[src/rtl/adc_cmd_arbiter_if.sv]
// Command/response bundle between the two ADC requesters, the arbiter and the adc_core port.
// The slave modport is the arbiter's view; master is the surrounding system's view.
interface adc_cmd_arbiter_if;
  logic        A_C_Valid;
  logic [4:0]  A_C_Channel;
  logic        A_C_Ready;
  logic        B_C_Valid;
  logic [4:0]  B_C_Channel;
  logic        B_C_Ready;

  logic        ADC_C_Valid;
  logic [4:0]  ADC_C_Channel;
  logic        ADC_C_SOP;
  logic        ADC_C_EOP;
  logic        ADC_C_Ready;

  logic        ADC_R_Valid;
  logic [4:0]  ADC_R_Channel;
  logic [11:0] ADC_R_Data;

  logic        A_R_Valid;
  logic [4:0]  A_R_Channel;
  logic [11:0] A_R_Data;
  logic        B_R_Valid;
  logic [4:0]  B_R_Channel;
  logic [11:0] B_R_Data;

  modport slave (
    input  A_C_Valid, A_C_Channel, B_C_Valid, B_C_Channel,
    input  ADC_C_Ready, ADC_R_Valid, ADC_R_Channel, ADC_R_Data,
    output A_C_Ready, B_C_Ready,
    output ADC_C_Valid, ADC_C_Channel, ADC_C_SOP, ADC_C_EOP,
    output A_R_Valid, A_R_Channel, A_R_Data,
    output B_R_Valid, B_R_Channel, B_R_Data
  );

  modport master (
    output A_C_Valid, A_C_Channel, B_C_Valid, B_C_Channel,
    output ADC_C_Ready, ADC_R_Valid, ADC_R_Channel, ADC_R_Data,
    input  A_C_Ready, B_C_Ready,
    input  ADC_C_Valid, ADC_C_Channel, ADC_C_SOP, ADC_C_EOP,
    input  A_R_Valid, A_R_Channel, A_R_Data,
    input  B_R_Valid, B_R_Channel, B_R_Data
  );
endinterface

[src/rtl/adc_cmd_arbiter.sv]
// Round-robin sharing of the MAX10 ADC command port between two requesters, with a tag FIFO
// that steers each response back to whoever issued the matching command.
//
// state     | meaning
// ST_OPEN_A | no command stalled, A wins a tie
// ST_OPEN_B | no command stalled, B wins a tie
// ST_LOCK_A | A's command offered but not yet accepted; grant held on A
// ST_LOCK_B | B's command offered but not yet accepted; grant held on B
module adc_cmd_arbiter #(
  parameter int DEPTH     = 4,
  parameter int CNT_WIDTH = 3
) (
  input  logic                 CLK,
  input  logic                 RESETn,
  adc_cmd_arbiter_if.slave     bus,
  output logic [CNT_WIDTH-1:0] Pending,
  output logic                 Err_Orphan,
  output logic                 Err_Mismatch
);

  localparam int AW = (DEPTH > 1) ? $clog2(DEPTH) : 1;
  localparam logic [CNT_WIDTH-1:0] FULL_CNT = CNT_WIDTH'(DEPTH);

  typedef enum logic [1:0] {ST_OPEN_A, ST_OPEN_B, ST_LOCK_A, ST_LOCK_B} state_t;

  typedef struct packed {
    logic       owner;
    logic [4:0] channel;
  } tag_t;

  state_t        state;
  tag_t          tag_mem [DEPTH];
  tag_t          head;
  logic [AW-1:0] wr_ptr;
  logic [AW-1:0] rd_ptr;
  logic          eligible;
  logic          fifo_empty;
  logic          grant_b;
  logic          cmd_valid;
  logic          push;
  logic          pop;

  assign eligible   = (Pending < FULL_CNT);
  assign fifo_empty = (Pending == '0);
  assign head       = tag_mem[rd_ptr];

  always_comb begin
    grant_b = 1'b0;
    case (state)
      ST_LOCK_A: grant_b = 1'b0;
      ST_LOCK_B: grant_b = 1'b1;
      ST_OPEN_A: grant_b = bus.B_C_Valid && !bus.A_C_Valid;
      ST_OPEN_B: grant_b = !(bus.A_C_Valid && !bus.B_C_Valid);
      default:   grant_b = 1'b0;
    endcase
  end

  // Gated by RESETn so nothing is offered to the ADC while reset is held.
  assign cmd_valid = RESETn && eligible && (grant_b ? bus.B_C_Valid : bus.A_C_Valid);
  assign push      = cmd_valid && bus.ADC_C_Ready;
  assign pop       = bus.ADC_R_Valid && !fifo_empty;

  assign bus.ADC_C_Valid   = cmd_valid;
  assign bus.ADC_C_Channel = grant_b ? bus.B_C_Channel : bus.A_C_Channel;
  assign bus.ADC_C_SOP     = 1'b1;
  assign bus.ADC_C_EOP     = 1'b1;
  assign bus.A_C_Ready     = push && !grant_b;
  assign bus.B_C_Ready     = push && grant_b;

  always_ff @(posedge CLK or negedge RESETn) begin
    if (!RESETn) begin
      state <= ST_OPEN_A;
    end else if (push) begin
      state <= grant_b ? ST_OPEN_A : ST_OPEN_B;
    end else if (cmd_valid) begin
      state <= grant_b ? ST_LOCK_B : ST_LOCK_A;
    end
  end

  always_ff @(posedge CLK) begin
    if (push) begin
      tag_mem[wr_ptr] <= '{owner: grant_b, channel: bus.ADC_C_Channel};
    end
  end

  always_ff @(posedge CLK or negedge RESETn) begin
    if (!RESETn) begin
      wr_ptr  <= '0;
      rd_ptr  <= '0;
      Pending <= '0;
    end else begin
      if (push) wr_ptr <= wr_ptr + AW'(1);
      if (pop)  rd_ptr <= rd_ptr + AW'(1);
      case ({push, pop})
        2'b10:   Pending <= Pending + CNT_WIDTH'(1);
        2'b01:   Pending <= Pending - CNT_WIDTH'(1);
        default: Pending <= Pending;
      endcase
    end
  end

  always_ff @(posedge CLK or negedge RESETn) begin
    if (!RESETn) begin
      bus.A_R_Valid   <= 1'b0;
      bus.A_R_Channel <= '0;
      bus.A_R_Data    <= '0;
      bus.B_R_Valid   <= 1'b0;
      bus.B_R_Channel <= '0;
      bus.B_R_Data    <= '0;
      Err_Orphan      <= 1'b0;
      Err_Mismatch    <= 1'b0;
    end else begin
      bus.A_R_Valid <= pop && !head.owner;
      bus.B_R_Valid <= pop && head.owner;
      Err_Orphan    <= bus.ADC_R_Valid && fifo_empty;
      Err_Mismatch  <= pop && (bus.ADC_R_Channel != head.channel);
      if (pop && !head.owner) begin
        bus.A_R_Channel <= bus.ADC_R_Channel;
        bus.A_R_Data    <= bus.ADC_R_Data;
      end
      if (pop && head.owner) begin
        bus.B_R_Channel <= bus.ADC_R_Channel;
        bus.B_R_Data    <= bus.ADC_R_Data;
      end
    end
  end

endmodule

[src/flat_wrapper.sv]
// flat-port wrapper written by rule: the top's interface ports become plain ports
module adc_cmd_arbiter_flat 
#(
  parameter int DEPTH     = 4,
  parameter int CNT_WIDTH = 3
)
  (CLK, RESETn, Pending, Err_Orphan, Err_Mismatch, bus_A_C_Valid, bus_A_C_Channel, bus_B_C_Valid, bus_B_C_Channel, bus_ADC_C_Ready, bus_ADC_R_Valid, bus_ADC_R_Channel, bus_ADC_R_Data, bus_A_C_Ready, bus_B_C_Ready, bus_ADC_C_Valid, bus_ADC_C_Channel, bus_ADC_C_SOP, bus_ADC_C_EOP, bus_A_R_Valid, bus_A_R_Channel, bus_A_R_Data, bus_B_R_Valid, bus_B_R_Channel, bus_B_R_Data);
  adc_cmd_arbiter_if bus_i ();
  input  logic CLK;
  input  logic RESETn;
  output logic [CNT_WIDTH-1:0] Pending;
  output logic Err_Orphan;
  output logic Err_Mismatch;
  input wire logic [$bits(bus_i.A_C_Valid)-1:0] bus_A_C_Valid;
  input wire logic [$bits(bus_i.A_C_Channel)-1:0] bus_A_C_Channel;
  input wire logic [$bits(bus_i.B_C_Valid)-1:0] bus_B_C_Valid;
  input wire logic [$bits(bus_i.B_C_Channel)-1:0] bus_B_C_Channel;
  input wire logic [$bits(bus_i.ADC_C_Ready)-1:0] bus_ADC_C_Ready;
  input wire logic [$bits(bus_i.ADC_R_Valid)-1:0] bus_ADC_R_Valid;
  input wire logic [$bits(bus_i.ADC_R_Channel)-1:0] bus_ADC_R_Channel;
  input wire logic [$bits(bus_i.ADC_R_Data)-1:0] bus_ADC_R_Data;
  output wire logic [$bits(bus_i.A_C_Ready)-1:0] bus_A_C_Ready;
  output wire logic [$bits(bus_i.B_C_Ready)-1:0] bus_B_C_Ready;
  output wire logic [$bits(bus_i.ADC_C_Valid)-1:0] bus_ADC_C_Valid;
  output wire logic [$bits(bus_i.ADC_C_Channel)-1:0] bus_ADC_C_Channel;
  output wire logic [$bits(bus_i.ADC_C_SOP)-1:0] bus_ADC_C_SOP;
  output wire logic [$bits(bus_i.ADC_C_EOP)-1:0] bus_ADC_C_EOP;
  output wire logic [$bits(bus_i.A_R_Valid)-1:0] bus_A_R_Valid;
  output wire logic [$bits(bus_i.A_R_Channel)-1:0] bus_A_R_Channel;
  output wire logic [$bits(bus_i.A_R_Data)-1:0] bus_A_R_Data;
  output wire logic [$bits(bus_i.B_R_Valid)-1:0] bus_B_R_Valid;
  output wire logic [$bits(bus_i.B_R_Channel)-1:0] bus_B_R_Channel;
  output wire logic [$bits(bus_i.B_R_Data)-1:0] bus_B_R_Data;
  assign bus_i.A_C_Valid = bus_A_C_Valid;
  assign bus_i.A_C_Channel = bus_A_C_Channel;
  assign bus_i.B_C_Valid = bus_B_C_Valid;
  assign bus_i.B_C_Channel = bus_B_C_Channel;
  assign bus_i.ADC_C_Ready = bus_ADC_C_Ready;
  assign bus_i.ADC_R_Valid = bus_ADC_R_Valid;
  assign bus_i.ADC_R_Channel = bus_ADC_R_Channel;
  assign bus_i.ADC_R_Data = bus_ADC_R_Data;
  assign bus_A_C_Ready = bus_i.A_C_Ready;
  assign bus_B_C_Ready = bus_i.B_C_Ready;
  assign bus_ADC_C_Valid = bus_i.ADC_C_Valid;
  assign bus_ADC_C_Channel = bus_i.ADC_C_Channel;
  assign bus_ADC_C_SOP = bus_i.ADC_C_SOP;
  assign bus_ADC_C_EOP = bus_i.ADC_C_EOP;
  assign bus_A_R_Valid = bus_i.A_R_Valid;
  assign bus_A_R_Channel = bus_i.A_R_Channel;
  assign bus_A_R_Data = bus_i.A_R_Data;
  assign bus_B_R_Valid = bus_i.B_R_Valid;
  assign bus_B_R_Channel = bus_i.B_R_Channel;
  assign bus_B_R_Data = bus_i.B_R_Data;
  adc_cmd_arbiter #(.DEPTH(DEPTH), .CNT_WIDTH(CNT_WIDTH)) u_core (.CLK(CLK), .RESETn(RESETn), .bus(bus_i), .Pending(Pending), .Err_Orphan(Err_Orphan), .Err_Mismatch(Err_Mismatch));
endmodule
[config.mk]
export PLATFORM = sky130hd
export DESIGN_NAME = adc_cmd_arbiter_flat
export DESIGN_NICKNAME = d
export VERILOG_FILES = /design/src/rtl/adc_cmd_arbiter_if.sv /design/src/rtl/adc_cmd_arbiter.sv /design/src/flat_wrapper.sv
export SDC_FILE = /design/constraint.sdc
export NUM_CORES = 1
export LEC_CHECK = 0
export BUFFER_PORTS_ARGS = -buffer_cell sky130_fd_sc_hd__buf_4
export CAP_MARGIN = 5
export CORE_UTILIZATION = 40
export DETAILED_ROUTE_END_ITERATION = 16
export PLACE_DENSITY = 0.61
export SLEW_MARGIN = 0
export SYNTH_ARGS = -nofsm -noshare
export SYNTH_HDL_FRONTEND = slang
export SYNTH_SLANG_ARGS = --single-unit
[constraint.sdc]
create_clock -name CLK -period 4.5 [get_ports CLK]
set_input_delay 0.225 -clock CLK [delete_from_list [all_inputs] [get_ports CLK]]
set_output_delay 0.225 -clock CLK [all_outputs]
set_load 0.01 [all_outputs]
After elaboration in Yosys (flattened, before gate mapping):

Memories as Yosys holds them, arrays and structs flattened.
Index checks and enable logic that the tools add are counted.
W data, S select, Z words.

* $add $sub $neg: 4
* $lt $le $gt $ge: 1
* reduce and logical (&&, ||, !) cells: 22
* eq/ne operators: 6
* multiplexer cells: 10

Operator list (number)
* $logic_and A1 B1 Y1: 12
* $eq A2 B2 Y1 const B: 3
* $logic_not A1 Y1: 6
* $pmux W3 S2: 1
* $mux W1: 5
* $mux W5: 1
* $ne A5 B5 Y1: 1
* $add A2 B1 Y2 const B: 2
* $eq A2 B1 Y1 const B: 2
* $mux W2: 2
* $pmux W1 S4: 1
* $reduce_bool A2 Y1: 2
* $add A3 B1 Y3 const B: 1
* $logic_not A3 Y1: 1
* $lt A3 B3 Y1 const B: 1
* $sub A3 B1 Y3 const B: 1
* $logic_not A2 Y1: 1

* word-level logic and storage cells: 56
* RAM bits: 24
* register bits after elaboration: 47
* output and inout bits: 51
* memories: 1

Memory list
* u_core.tag_mem: depth 4, width 6, read ports 1, clocked after Yosys merged registers in 0, wr ports 1, RTL line adc_cmd_arbiter.sv:32 `tag_t tag_mem [DEPTH];`

Longest topological paths before layout:

* word-level depth: 9
* mapped depth: 10
* depth with buffers taken out: 9

Least setup slack after synthesis:

OpenSTA, ideal clock, no wires.

* kind: register -> register
* from: register u_core.state[0]
* to: register u_core.Pending[2]
* data arrival time: 2140 ps
* cell stages (with the launch flop): 11
* buffers on the path: 1
* clock period less this slack: 2220 ps
* slack: 2280 ps
* setup time: 80 ps
* path through: dfrtp_1 > or3b_2 > o2111a_1 > buf_2 > nand2_1 > ha_1 > inv_1 > fa_1 > xor2_1 > nor2_1 > xnor2_1

* cells in the longest elaborated chain, start to end: 7

RTL lines
* from (decl): RTL line adc_cmd_arbiter.sv:31 `state_t state;`
* from (signal assigned): RTL line adc_cmd_arbiter.sv:74 `state <= grant_b ? ST_OPEN_A : ST_OPEN_B;`
* from (signal assigned): RTL line adc_cmd_arbiter.sv:76 `state <= grant_b ? ST_LOCK_B : ST_LOCK_A;`
* $eq A2 B1 Y1 (tied with other cells): RTL line adc_cmd_arbiter.sv:49 `case (state)`
* $pmux W1 S4 (*): RTL line adc_cmd_arbiter.sv:49
* $mux W1 (*): RTL line adc_cmd_arbiter.sv:59 `assign cmd_valid = RESETn && eligible && (grant_b ? bus.B_C_Valid : bus.A_C_Valid);`
* $logic_and A1 B1 Y1 (*): RTL line adc_cmd_arbiter.sv:59
* named net bus_ADC_C_Valid: RTL line flat_wrapper.sv:24 `output wire logic [$bits(bus_i.ADC_C_Valid)-1:0] bus_ADC_C_Valid;`
* $logic_and A1 B1 Y1 (*): RTL line adc_cmd_arbiter.sv:60 `assign push = cmd_valid && bus.ADC_C_Ready;`
* $eq A2 B1 Y1 / $eq A2 B2 Y1 (equally long branches): RTL line adc_cmd_arbiter.sv:94 `case ({push, pop})`
* $pmux W3 S2 / $reduce_bool A2 Y1 (equally long branches)
* to (signal assigned): RTL line adc_cmd_arbiter.sv:95 `2'b10: Pending <= Pending + CNT_WIDTH'(1);`
* to (signal assigned): RTL line adc_cmd_arbiter.sv:96 `2'b01: Pending <= Pending - CNT_WIDTH'(1);`
* to (signal assigned): RTL line adc_cmd_arbiter.sv:97 `default: Pending <= Pending;`
* to (decl): RTL line adc_cmd_arbiter.sv:16 `output logic [CNT_WIDTH-1:0] Pending,`

The timed path passes the listed nets; every way through them passes the cells marked *.
A chain may end at the register's enable or synchronous reset.

Final worst setup path:

* from: input RESETn
* to: output bus_B_C_Ready

* cells in the longest elaborated chain, start to end: 4

RTL lines
* from (decl): RTL line flat_wrapper.sv:10 `input logic RESETn;`
* $logic_and A1 B1 Y1 (2 in a row): RTL line adc_cmd_arbiter.sv:59
* $logic_and A1 B1 Y1: RTL line adc_cmd_arbiter.sv:60
* named net u_core.push: RTL line adc_cmd_arbiter.sv:40 `logic push;`
* $logic_and A1 B1 Y1: RTL line adc_cmd_arbiter.sv:68 `assign bus.B_C_Ready = push && grant_b;`
* to (decl): RTL line flat_wrapper.sv:23 `output wire logic [$bits(bus_i.B_C_Ready)-1:0] bus_B_C_Ready;`

The timed path passes the listed nets, and every way through them passes these cells.

==> results.yml <==
yosys:
  synth_common_cells: "dfrtp_1 (47), mux2_2 (31), edfxtp_1 (24)"
  async_reset_ff_share_pct: 66.2
  synth_edf_count: 24
  synth_top_cell_by_area: "dfrtp_1"
  ys_types: 34
  synthFlopType: "dfrtp_1"
  synthDominantCellAreaShare_pct: 38.9
  synth.avg_cell_area_um2: 16.9
  yosysSeqAreaShare_pct: 62.8
  yosysWarnings: 0
  synthCells: 179
  yosys-top-cells-area: "dfrtp_1 (39%), edfxtp_1 (24%), mux2_2 (12%), mux2_4 (4.5%), mux4_1 (4.3%)"
  synth_most_common_cell: "dfrtp_1"
  synth-seq-cells: 71
  syn_area_um2: 3020
timing:
  worst_pin_slew_ns: 0.792
  clock_skew_ns: 0.00413
  drv_slew: 0
  grt_setup_unrepaired: "no"
  setup_viol: 0
  maxSlewHeadroom_pct: 47.2
  fin_ws_ns: 1.94
  fmax_mhz: 391
  min_period_ns: 2.56
  hold_viol_final: 0
  fin_crit_sh_pct: 56.9
  tns_ns: 0
  worst_hold_slack_ns: 0.120
hold_path:
  holdPathEnd: "u_core.Err_Orphan"
  whs_path_depth: 2
  worstHoldStart: "bus_ADC_R_Valid"
  min_path_type: "input port to flip-flop"
die:
  io_pins: 84
  core_area_um2: 7290
  dieWidth_um: 88.9
  rows: 31
  die_y_um: 88.9
  start_util_pct: 41.4
  dieArea_um2: 7900
clock_network:
  clkLatencyLatePin_ns: 0.33
  clk_pin_slew_ns: 0.07
  htreeDepth: 3
  cts_tree: "done"
  cts_buffer_depth: 2
  cts_made_buffers: 9
  root_buffer: "clkbuf_8"
  cts_resized: 0
  cts.sinks: 71
finish:
  drive_gt1_share_pct: 50.9
  area_delta_synth_final_pct: 27.7
  fill_cells: 661
  design_area_um2: 3860
  final_util_pct: 52.9
  n_antenna_cell: 0
  fin_nets: 307
critical_path:
  criticalPathCategory: "input port to output pin"
  path_max_fanout: 48
  crit_path_start_kind: "input port"
  worstPathArrival_ns: 2.34
  required_ns: 4.28
  reg2regPathDepth: 9
  end_kind: "output pin"
  regToRegEndpoint: "u_core.Pending[2]"
  reg2reg_from: "u_core.state[0]"
  r2r_slack_ns: 2.15
grt:
  grt.total_usage_pct: 14.8
  grt_pass1_vias: 1689
  antenna_found_initial: 0
  grt_pass1_wl_um: 8450
  grt_max_degree: 49
  grt-ovfl-total: 0
power_and_ir_drop:
  powerDensity_nw_per_um2: 655
  vdd_drop_max_uv: 255
  power.leakage_uw: 0.00174
outcome:
  status: "finished, final reports clean"
placement:
  io_buffers: 81
  gp_congestion: 0.678
  hpwl_um: 3830
  dpl_worst_slack_ns: 2.17
  dpl_cell_area_um2: 3690
detailed_routing:
  drc: 0
  num_vias: 1742
  first_pass_iters: 3
  via_per_inst: 4.71
  wl_per_cell_um: 14.6
  wl_um: 5400
  ant_nets: 0
  drt_iter0_drc: 52
flow_run:
  drv_cap: 0
per-stage QoR:
step | cells | total power (uW)
after floorplan | 180 | 1710
after global placement | 353 | 2120
after detailed placement | 353 | 2140
after CTS | 370 | 2570
after global routing | 370 | 2700
final | 370 | 2530
layout make-up:
cell class | count | area, um^2 | share of cell area (%)
Sequential cell | 71 | 1900 | 49.2
Clock buffer | 12 | 135 | 3.50
Timing Repair Buffer | 82 | 618 | 16.0
Tap cell | 99 | 124 | 3.21
Multi-Input combinational cell | 92 | 1020 | 26.5
Inverter | 10 | 37.5 | 0.973
Clock inverter | 4 | 22.5 | 0.584
where the power goes:
part,internal [uW],switching (uW)
clock,198,216
combinational,604,442
sequential,916,149
registers in the layout (all words and copies together) (netlist names):
register                cells
u_core.Err_Mismatch         1
u_core.bus.B_R_Data        12
u_core.bus.A_R_Data        12
u_core.Err_Orphan           1
u_core.bus.A_R_Valid        1
u_core.state                2
u_core.bus.B_R_Channel      5
u_core.Pending              3
u_core.tag_mem             24
u_core.bus.A_R_Channel      5
u_core.wr_ptr               2
u_core.bus.B_R_Valid        1
u_core.rd_ptr               2
critical path, cell delays in order:
cell	delay (ns)
dlygate4sd3_1	0.52
buf_4	0.50
o2111a_1	0.46
nand2_1	0.12
inv_1	0.18
ha_1	0.19
buf_4	0.12
cells by family (layout without fill, tap and decap cells):
family / count (synthesis) / count (layout) / share of synthesized area [%]
muxes: 47 / 47 / 21.5
other: 1 / 2 / 0.124
buffers and inverters: 17 / 108 / 3.48
DFF: 71 / 71 / 62.8
adders and majority gates: 8 / 8 / 3.56
xor gates and xnor gates: 11 / 11 / 3.19
and+or+nand+nor: 18 / 18 / 3.89
AOI/OAI and AO/OA: 6 / 6 / 1.49
cells in the final DEF (no fill, tap or decap), types with 3 or more instances in the layout:
master / netlist / routed
buf_4: 2 / 81
dfrtp_1: 47 / 47
mux2_2: 31 / 31
edfxtp_1: 24 / 24
inv_1: 10 / 10
mux2_4: 9 / 9
clkbuf_8: 0 / 9
xnor2_1: 7 / 7
ha_1: 7 / 7
mux4_1: 5 / 5
and3_1: 4 / 4
xor2_1: 4 / 4
nor2_1: 3 / 3
clkinv_2: 0 / 3
clkbuf_1: 0 / 3
repair_timing:
item / 4_1_cts / 5_1_grt
hold endpoints to repair: 47 / 0
hold buffers: 1 / 0
setup buffers: 0 / 0
routing by layer:
metal	track usage (%)	vias up	routed length (um)
met4	3.96	0	45
met5	0	-	0
met1	18.0	864	2390
met2	24.3	59	2600
li1	-	815	-
met3	6.28	4	363
how the worst max path moves through the flow:
stage / end / cells past startpoint / startpoint
floorplan: u_core.Pending[2] / 10 / u_core.state[0]
global placement: u_core.Pending[2] / 9 / u_core.state[0]
detailed placement: u_core.Pending[2] / 9 / u_core.state[0]
CTS: bus_B_C_Ready / 7 / RESETn
global route: bus_B_C_Ready / 7 / RESETn
finish: bus_B_C_Ready / 7 / RESETn
Note: power is estimated with default switching activity, not from simulation.
